$ cat config.mk
export PLATFORM = sky130hd
export DESIGN_NAME = spi_slave_flat
export DESIGN_NICKNAME = d
export VERILOG_FILES = /design/src/rtl/spi_pkg.sv /design/src/rtl/spi_slave_if.sv /design/src/rtl/spi_sync_edge.sv /design/src/rtl/spi_slave.sv /design/src/flat_wrapper.sv
export SDC_FILE = /design/constraint.sdc
export NUM_CORES = 1
export LEC_CHECK = 0
export BUFFER_PORTS_ARGS = -buffer_cell sky130_fd_sc_hd__buf_2
export CAP_MARGIN = 20
export CORE_MARGIN = 2
export CORE_UTILIZATION = 50
export DETAILED_ROUTE_END_ITERATION = 7
export GPL_TIMING_DRIVEN = 0
export PLACE_DENSITY = 0.81
export SLEW_MARGIN = 5
export SYNTH_ARGS = -nofsm -noshare
export SYNTH_HDL_FRONTEND = slang
export SYNTH_SLANG_ARGS = --single-unit
$ cat constraint.sdc
create_clock -name clk -period 2.28 [get_ports clk]
set_input_delay 0.57 -clock clk [delete_from_list [all_inputs] [get_ports clk]]
set_output_delay 0.57 -clock clk [all_outputs]
set_load 0.05 [all_outputs]
$ cat src/rtl/spi_pkg.sv
// Shared constants and state type for the SPI responder.
package spi_pkg;
  localparam int SPI_WIDTH = 8;
  localparam int SPI_CNT_W = $clog2(SPI_WIDTH);

  typedef enum logic [1:0] {
    IDLE,
    SHIFT,
    DONE
  } spi_slave_state_t;
endpackage

$ cat src/rtl/spi_slave_if.sv
// SPI pins plus local TX/RX handshake for spi_slave.
// SPI_SLAVE_ERR_EN adds rx_ready, err_clr and the sticky error flags.
interface spi_slave_if;
  import spi_pkg::*;

  logic                 sclk;
  logic                 ss;
  logic                 mosi;
  logic                 miso;
  logic [SPI_WIDTH-1:0] tx_data;
  logic                 tx_valid;
  logic                 tx_ready;
  logic [SPI_WIDTH-1:0] rx_data;
  logic                 rx_valid;
  logic                 busy;
`ifdef SPI_SLAVE_ERR_EN
  logic                 rx_ready;
  logic                 err_clr;
  logic                 rx_overrun;
  logic                 tx_underrun;

  modport slave (
    input  sclk, ss, mosi, tx_data, tx_valid, rx_ready, err_clr,
    output miso, tx_ready, rx_data, rx_valid, busy, rx_overrun, tx_underrun
  );
  modport master (
    output sclk, ss, mosi, tx_data, tx_valid, rx_ready, err_clr,
    input  miso, tx_ready, rx_data, rx_valid, busy, rx_overrun, tx_underrun
  );
`else
  modport slave (
    input  sclk, ss, mosi, tx_data, tx_valid,
    output miso, tx_ready, rx_data, rx_valid, busy
  );
  modport master (
    output sclk, ss, mosi, tx_data, tx_valid,
    input  miso, tx_ready, rx_data, rx_valid, busy
  );
`endif
endinterface

$ cat src/rtl/spi_sync_edge.sv
// Multi-flop synchronizer with rise/fall pulses derived from registered levels.
module spi_sync_edge #(
  parameter int   STAGES  = 2,
  parameter logic RST_VAL = 1'b1
) (
  input  logic clk,
  input  logic rst,
  input  logic d_i,
  output logic sync_o,
  output logic rise_o,
  output logic fall_o
);
  logic [STAGES-1:0] sync_q;
  logic              prev_q;

  always_ff @(posedge clk or posedge rst) begin
    if (rst) begin
      sync_q <= {STAGES{RST_VAL}};
      prev_q <= RST_VAL;
    end else begin
      sync_q <= {sync_q[STAGES-2:0], d_i};
      prev_q <= sync_q[STAGES-1];
    end
  end

  assign sync_o = sync_q[STAGES-1];
  assign rise_o = sync_q[STAGES-1] & ~prev_q;
  assign fall_o = ~sync_q[STAGES-1] & prev_q;
endmodule

$ cat src/rtl/spi_slave.sv
// SPI mode-3 responder on the system clock: one byte per SS-low frame, MSB first.
// Optional SPI_SLAVE_ERR_EN: rx_ready back-pressure plus sticky rx_overrun/tx_underrun.
//   state | meaning
//   IDLE  | SS high, miso forced low, waiting for SS fall
//   SHIFT | frame active, sampling MOSI on SCLK rise, shifting MISO on fall
//   DONE  | 8 bits received, SCLK ignored until SS rises
module spi_slave
  import spi_pkg::*;
#(
  parameter int SYNC_STAGES = 2
) (
  input logic        clk,
  input logic        rst,
  spi_slave_if.slave bus
);
  spi_slave_state_t       state_q, state_d;
  logic [SPI_CNT_W-1:0]   cnt_q, cnt_d;
  logic [SPI_WIDTH-1:0]   tx_buf_q, tx_buf_d;
  logic                   tx_full_q, tx_full_d;
  logic [SPI_WIDTH-1:0]   tx_shift_q, tx_shift_d;
  logic [SPI_WIDTH-2:0]   rx_shift_q, rx_shift_d;
  logic [SPI_WIDTH-1:0]   rx_data_q, rx_data_d;
  logic                   rx_valid_q, rx_valid_d;
  logic [SYNC_STAGES-1:0] mosi_sync_q;
`ifdef SPI_SLAVE_ERR_EN
  logic                   overrun_q, overrun_d;
  logic                   underrun_q, underrun_d;
`endif

  logic sclk_sync_unused, sclk_rise, sclk_fall;
  logic ss_sync, ss_rise, ss_fall;
  logic mosi_s, tx_load, byte_done;
  logic [SPI_WIDTH-1:0] rx_next;

  spi_sync_edge #(.STAGES(SYNC_STAGES), .RST_VAL(1'b1)) u_sclk_sync (
    .clk    (clk),
    .rst    (rst),
    .d_i    (bus.sclk),
    .sync_o (sclk_sync_unused),
    .rise_o (sclk_rise),
    .fall_o (sclk_fall)
  );

  spi_sync_edge #(.STAGES(SYNC_STAGES), .RST_VAL(1'b1)) u_ss_sync (
    .clk    (clk),
    .rst    (rst),
    .d_i    (bus.ss),
    .sync_o (ss_sync),
    .rise_o (ss_rise),
    .fall_o (ss_fall)
  );

  assign mosi_s  = mosi_sync_q[SYNC_STAGES-1];
  assign rx_next = {rx_shift_q, mosi_s};
  assign tx_load = bus.tx_valid & ~tx_full_q;

  always_ff @(posedge clk or posedge rst) begin
    if (rst) begin
      state_q     <= IDLE;
      cnt_q       <= '0;
      tx_buf_q    <= '0;
      tx_full_q   <= 1'b0;
      tx_shift_q  <= '0;
      rx_shift_q  <= '0;
      rx_data_q   <= '0;
      rx_valid_q  <= 1'b0;
      mosi_sync_q <= '0;
`ifdef SPI_SLAVE_ERR_EN
      overrun_q   <= 1'b0;
      underrun_q  <= 1'b0;
`endif
    end else begin
      state_q     <= state_d;
      cnt_q       <= cnt_d;
      tx_buf_q    <= tx_buf_d;
      tx_full_q   <= tx_full_d;
      tx_shift_q  <= tx_shift_d;
      rx_shift_q  <= rx_shift_d;
      rx_data_q   <= rx_data_d;
      rx_valid_q  <= rx_valid_d;
      mosi_sync_q <= {mosi_sync_q[SYNC_STAGES-2:0], bus.mosi};
`ifdef SPI_SLAVE_ERR_EN
      overrun_q   <= overrun_d;
      underrun_q  <= underrun_d;
`endif
    end
  end

  always_comb begin
    state_d    = state_q;
    cnt_d      = cnt_q;
    tx_buf_d   = tx_buf_q;
    tx_full_d  = tx_full_q;
    tx_shift_d = tx_shift_q;
    rx_shift_d = rx_shift_q;
    rx_data_d  = rx_data_q;
    byte_done  = 1'b0;
`ifdef SPI_SLAVE_ERR_EN
    rx_valid_d = rx_valid_q;
    overrun_d  = overrun_q;
    underrun_d = underrun_q;
    if (bus.err_clr) begin
      overrun_d  = 1'b0;
      underrun_d = 1'b0;
    end
`else
    rx_valid_d = 1'b0;
`endif

    if (tx_load) begin
      tx_buf_d  = bus.tx_data;
      tx_full_d = 1'b1;
    end

    case (state_q)
      IDLE: begin
        if (ss_fall) begin
          // Frame takes the old buffer; a byte written this same cycle stays queued.
          state_d    = SHIFT;
          cnt_d      = '0;
          tx_shift_d = tx_full_q ? tx_buf_q : '0;
          tx_full_d  = tx_load;
`ifdef SPI_SLAVE_ERR_EN
          if (!tx_full_q) underrun_d = 1'b1;
`endif
        end
      end
      SHIFT: begin
        if (ss_rise) begin
          state_d = IDLE;
        end else if (sclk_rise) begin
          rx_shift_d = rx_next[SPI_WIDTH-2:0];
          cnt_d      = cnt_q + SPI_CNT_W'(1);
          if (cnt_q == SPI_CNT_W'(SPI_WIDTH - 1)) begin
            state_d   = DONE;
            byte_done = 1'b1;
          end
        end else if (sclk_fall && cnt_q != '0) begin
          tx_shift_d = {tx_shift_q[SPI_WIDTH-2:0], 1'b0};
        end
      end
      DONE: begin
        if (ss_rise) state_d = IDLE;
      end
      default: state_d = IDLE;
    endcase

`ifdef SPI_SLAVE_ERR_EN
    if (rx_valid_q && bus.rx_ready) rx_valid_d = 1'b0;
    if (byte_done) begin
      if (rx_valid_q && !bus.rx_ready) begin
        overrun_d = 1'b1;
      end else begin
        rx_data_d  = rx_next;
        rx_valid_d = 1'b1;
      end
    end
`else
    if (byte_done) begin
      rx_data_d  = rx_next;
      rx_valid_d = 1'b1;
    end
`endif
  end

  assign bus.miso     = (state_q != IDLE) ? tx_shift_q[SPI_WIDTH-1] : 1'b0;
  assign bus.tx_ready = ~tx_full_q;
  assign bus.rx_data  = rx_data_q;
  assign bus.rx_valid = rx_valid_q;
  assign bus.busy     = ~ss_sync;
`ifdef SPI_SLAVE_ERR_EN
  assign bus.rx_overrun  = overrun_q;
  assign bus.tx_underrun = underrun_q;
`endif
endmodule

$ cat src/flat_wrapper.sv
// flat-port wrapper written by rule: the top's interface ports become plain ports
module spi_slave_flat import spi_pkg::*;
#(
  parameter int SYNC_STAGES = 2
)
  (clk, rst, bus_sclk, bus_ss, bus_mosi, bus_tx_data, bus_tx_valid, bus_miso, bus_tx_ready, bus_rx_data, bus_rx_valid, bus_busy);
  spi_slave_if bus_i ();
  input logic clk;
  input logic rst;
  input wire logic [$bits(bus_i.sclk)-1:0] bus_sclk;
  input wire logic [$bits(bus_i.ss)-1:0] bus_ss;
  input wire logic [$bits(bus_i.mosi)-1:0] bus_mosi;
  input wire logic [$bits(bus_i.tx_data)-1:0] bus_tx_data;
  input wire logic [$bits(bus_i.tx_valid)-1:0] bus_tx_valid;
  output wire logic [$bits(bus_i.miso)-1:0] bus_miso;
  output wire logic [$bits(bus_i.tx_ready)-1:0] bus_tx_ready;
  output wire logic [$bits(bus_i.rx_data)-1:0] bus_rx_data;
  output wire logic [$bits(bus_i.rx_valid)-1:0] bus_rx_valid;
  output wire logic [$bits(bus_i.busy)-1:0] bus_busy;
  assign bus_i.sclk = bus_sclk;
  assign bus_i.ss = bus_ss;
  assign bus_i.mosi = bus_mosi;
  assign bus_i.tx_data = bus_tx_data;
  assign bus_i.tx_valid = bus_tx_valid;
  assign bus_miso = bus_i.miso;
  assign bus_tx_ready = bus_i.tx_ready;
  assign bus_rx_data = bus_i.rx_data;
  assign bus_rx_valid = bus_i.rx_valid;
  assign bus_busy = bus_i.busy;
  spi_slave #(.SYNC_STAGES(SYNC_STAGES)) u_core (.clk(clk), .rst(rst), .bus(bus_i));
endmodule
==> impl_metrics.toml <==
[power_and_ir_drop]
power_frac_clock_pct = 25.3
net-switching-power_uw = 692
power.density_cell_area_nw_per_um2 = 1060
vdd.ir_drop.worst_mv = 0.621
seq_power_share_pct = 50.4
p_leak_uw = 0.00108
share_of_power_burned_in_combinational_logic_pct = 24.4
swShare_pct = 29.6
power_report.internal_total_uw = 1640

[routing]
detailedRoute.firstPassIterationCount = 4
ant_nets = 0
route.detailed.drc = 0
dr.first_iter.drc_count = 40
routed_wire_length_um = 3250
dr_total_vias = 1155
avgRoutedWirePerCell_um = 14.5
vias_per_cell = 5.16

[synthesis]
synth.net_count = 160
synth_cell_types = 28
synth_top_area_share_pct = 52.7
yosysTopAreaCell = "dfrtp_1"
synth_flop_cell = "dfrtp_1"
synth_warnings = 0
post_synth_instance_area_um2 = 1900
synth.cells.most_frequent = "dfrtp_1 (40), mux2_2 (30), nand2_1 (14)"
synth_area_per_cell_um2 = 13.3
synth.yosys.seq_area_share_pct = 61.0
largest_cells_by_area_after_synthesis = "dfrtp_1 (53%), mux2_2 (18%), dfstp_2 (8.3%)"
syn_inst = 143
ys_ff_latch = 46
postSynth.asyncResetShare_pct = 100
synth-edff-count = 0
synth_most_common_cell = "dfrtp_1"

[critical_path]
crit_family = "buffers and inverters"
end_kind = "output pin"
cp_bufs_invs = 3
critical_path.max_fanout = 10
critPathKind = "reg2out"
critPathMaxStageDelay_ns = 0.35
max_stage_delay_cell_worst_path = "clkbuf_1"
critPathArrivalTime_ns = 1.30
crit_chain = "clkbuf_1 -> inv_1 -> buf_2"
worst_ep_required_time_ns = 1.71
setup.worst_path.start_class = "flop"

[placement]
dpl-instance-area_um2 = 2080
port_buffers = 25
gp_congestion = 0.828
dp.final_hpwl_um = 2290

[timing]
final-max-slew-violation-count = 0
slew_headroom_pct = 38.1
final_period_minus_worst_setup_slack_ns = 1.87
achievable-frequency_mhz = 535
report.final.setup_viol = 0
timing.final.crit_share_pct = 82.0
grt_setup_unrepaired = "no"
final-hold-violation-count = 0
fin_setup_tns_ns = 0
hold_ws_ns = 0.359
worst_slew_pin_slew_ns = 0.928
clock-skew-final_ns = 0.00658

[clocking]
cts_made_buffers = 5
cts_tree = "done"
cts_resized = 0
worstSkewPairLatency_ns = 0.30
clock_slew_at_reported_path_ffs_ns = 0.08
max-clock-path-buffers = 2
clk_root_buffer_cell = "clkbuf_8"
cts_htree_levels = 2
ctsHoldBuffers = 0
cts.repair_timing.setup_buffer_count = 0
clock-sinks = 46

[global_routing]
grt_antenna_before_repair = 0
grt_pass1_wl_um = 5570
largest_net_degree_at_the_start_of_global_routing = 47
grt_pass1_vias = 1156
grt_use_total_pct = 17.7
grt-ovfl-total = 0

[floorplanning]
initial_utilization_pct = 51.8
row_cnt = 22
pin_count = 26
floorplan.die.width_um = 65.6
die_h_um = 65.6
floorplan.die_area_um2 = 4300
fp.coreArea_um2 = 3660

[layout]
fill_cells = 274
area_growth_syn_to_layout_pct = 15.6
final_cell_area_um2 = 2190
seqCellArea_um2 = 1160
antenna_cells = 0
fin_nets = 192
multiInputGateArea_um2 = 671
layout.core_utilization_pct = 59.9
share_of_cells_above_drive_strength_1_pct = 43.8

[run]
maxCapViolations = 0

[min_path]
min_path_type = "reg2reg"

[status]
outcome = "finished clean"
flip-flops by register name, indices dropped and copies added (netlist names):
| name | cells |
|---|---|
| u_core.u_sclk_sync.sync_q | 2 |
| u_core.state_q | 2 |
| u_core.tx_buf_q | 8 |
| u_core.rx_shift_q | 7 |
| u_core.u_ss_sync.sync_q | 2 |
| u_core.cnt_q | 3 |
| u_core.tx_full_q | 1 |
| u_core.mosi_sync_q | 2 |
| u_core.u_sclk_sync.prev_q | 1 |
| u_core.bus.rx_data | 8 |
| u_core.tx_shift_q | 8 |
| u_core.bus.rx_valid | 1 |
| u_core.u_ss_sync.prev_q | 1 |
stage by stage:
| stage | total power (uW) | setup WS (ns) | instances |
|---|---|---|---|
| 2_1_floorplan | 1600 | 0.632 | 143 |
| 3_3_place_gp | 1700 | 0.214 | 216 |
| 3_5_place_dp | 1750 | 0.431 | 216 |
| 4_1_cts | 2340 | 0.413 | 224 |
| 5_1_grt | 2470 | 0.287 | 224 |
| 6_report | 2330 | 0.409 | 224 |
layout by cell type, fill, tap and decap left out:
cell and instances:
mux2_2 30, nor2b_1 5, o22a_1 1, bufinv_16 1, a22o_1 2, nor3_4 2, nand3_1 9, o21bai_1 1
clkbuf_8 5, dfrtp_1 40, ha_1 3, buf_4 2, o32ai_1 1, nor3b_1 1, buf_2 26, o21a_1 1
nand2_1 14, clkinvlp_4 1, o21ai_0 1, inv_2 2, a31oi_1 2, inv_1 8, maj3_2 1, dfstp_2 6
nand2b_4 1, nor4_1 1, nor2_1 2, nand2b_1 1, clkbuf_1 4, a21oi_1 1, a41oi_1 1
per-layer routing:
layer	part of all wire, %	GRT usage (%)	vias to the layer above
li1	-	-	553
met3	3.9	4.62	4
met1	48	24.7	580
met2	47	26.4	18
met4	1.9	7.81	0
met5	0	0	-
cells by family (layout without fill, tap and decap cells):
group,Yosys count,after routing,share of synthesized area (%)
AOI/OAI and AO/OA,11,11,4.28
buffers and inverters,16,49,3.62
DFF,46,46,61.0
muxes,30,30,17.8
adders and majority gates,4,4,2.57
and+or+nand+nor,36,36,10.7
power groups by stage:
stage | registers [uW] | logic, uW | clock network (uW)
floorplan | 1140 | 465 | 0
CTS | 1170 | 571 | 602
global placement | 1170 | 534 | 0
global route | 1210 | 635 | 632
finish | 1180 | 569 | 590
detailed placement | 1190 | 569 | 0
worst paths after layout:
| path | from | end | slack [ns] | cells past startpoint |
|---|---|---|---|---|
| max in group asynchronous | rst | u_core.tx_shift_q[0] | 1.22 | 2 |
| hold / removal | u_core.u_ss_sync.sync_q[0] | u_core.u_ss_sync.sync_q[1] | 0.36 | 0 |
| setup reg to reg | u_core.state_q[1] | u_core.rx_shift_q[4] | 0.43 | 5 |
| setup / recovery | u_core.tx_full_q | bus_tx_ready | 0.41 | 3 |
| hold reg to reg | u_core.u_ss_sync.sync_q[0] | u_core.u_ss_sync.sync_q[1] | 0.36 | 0 |
| min in group asynchronous | rst | u_core.tx_buf_q[5] | 0.48 | 2 |
layout make-up:
class	instances	area share [%]
flip-flops and latches	46	52.8
multi-input cells	81	30.6
repair buffers	25	5.70
clock buffers	6	3.31
well taps	48	2.74
clock inverters	2	1.71
inverters	10	1.71
plain buffers	6	1.43
(Power assumes the default switching activity.)
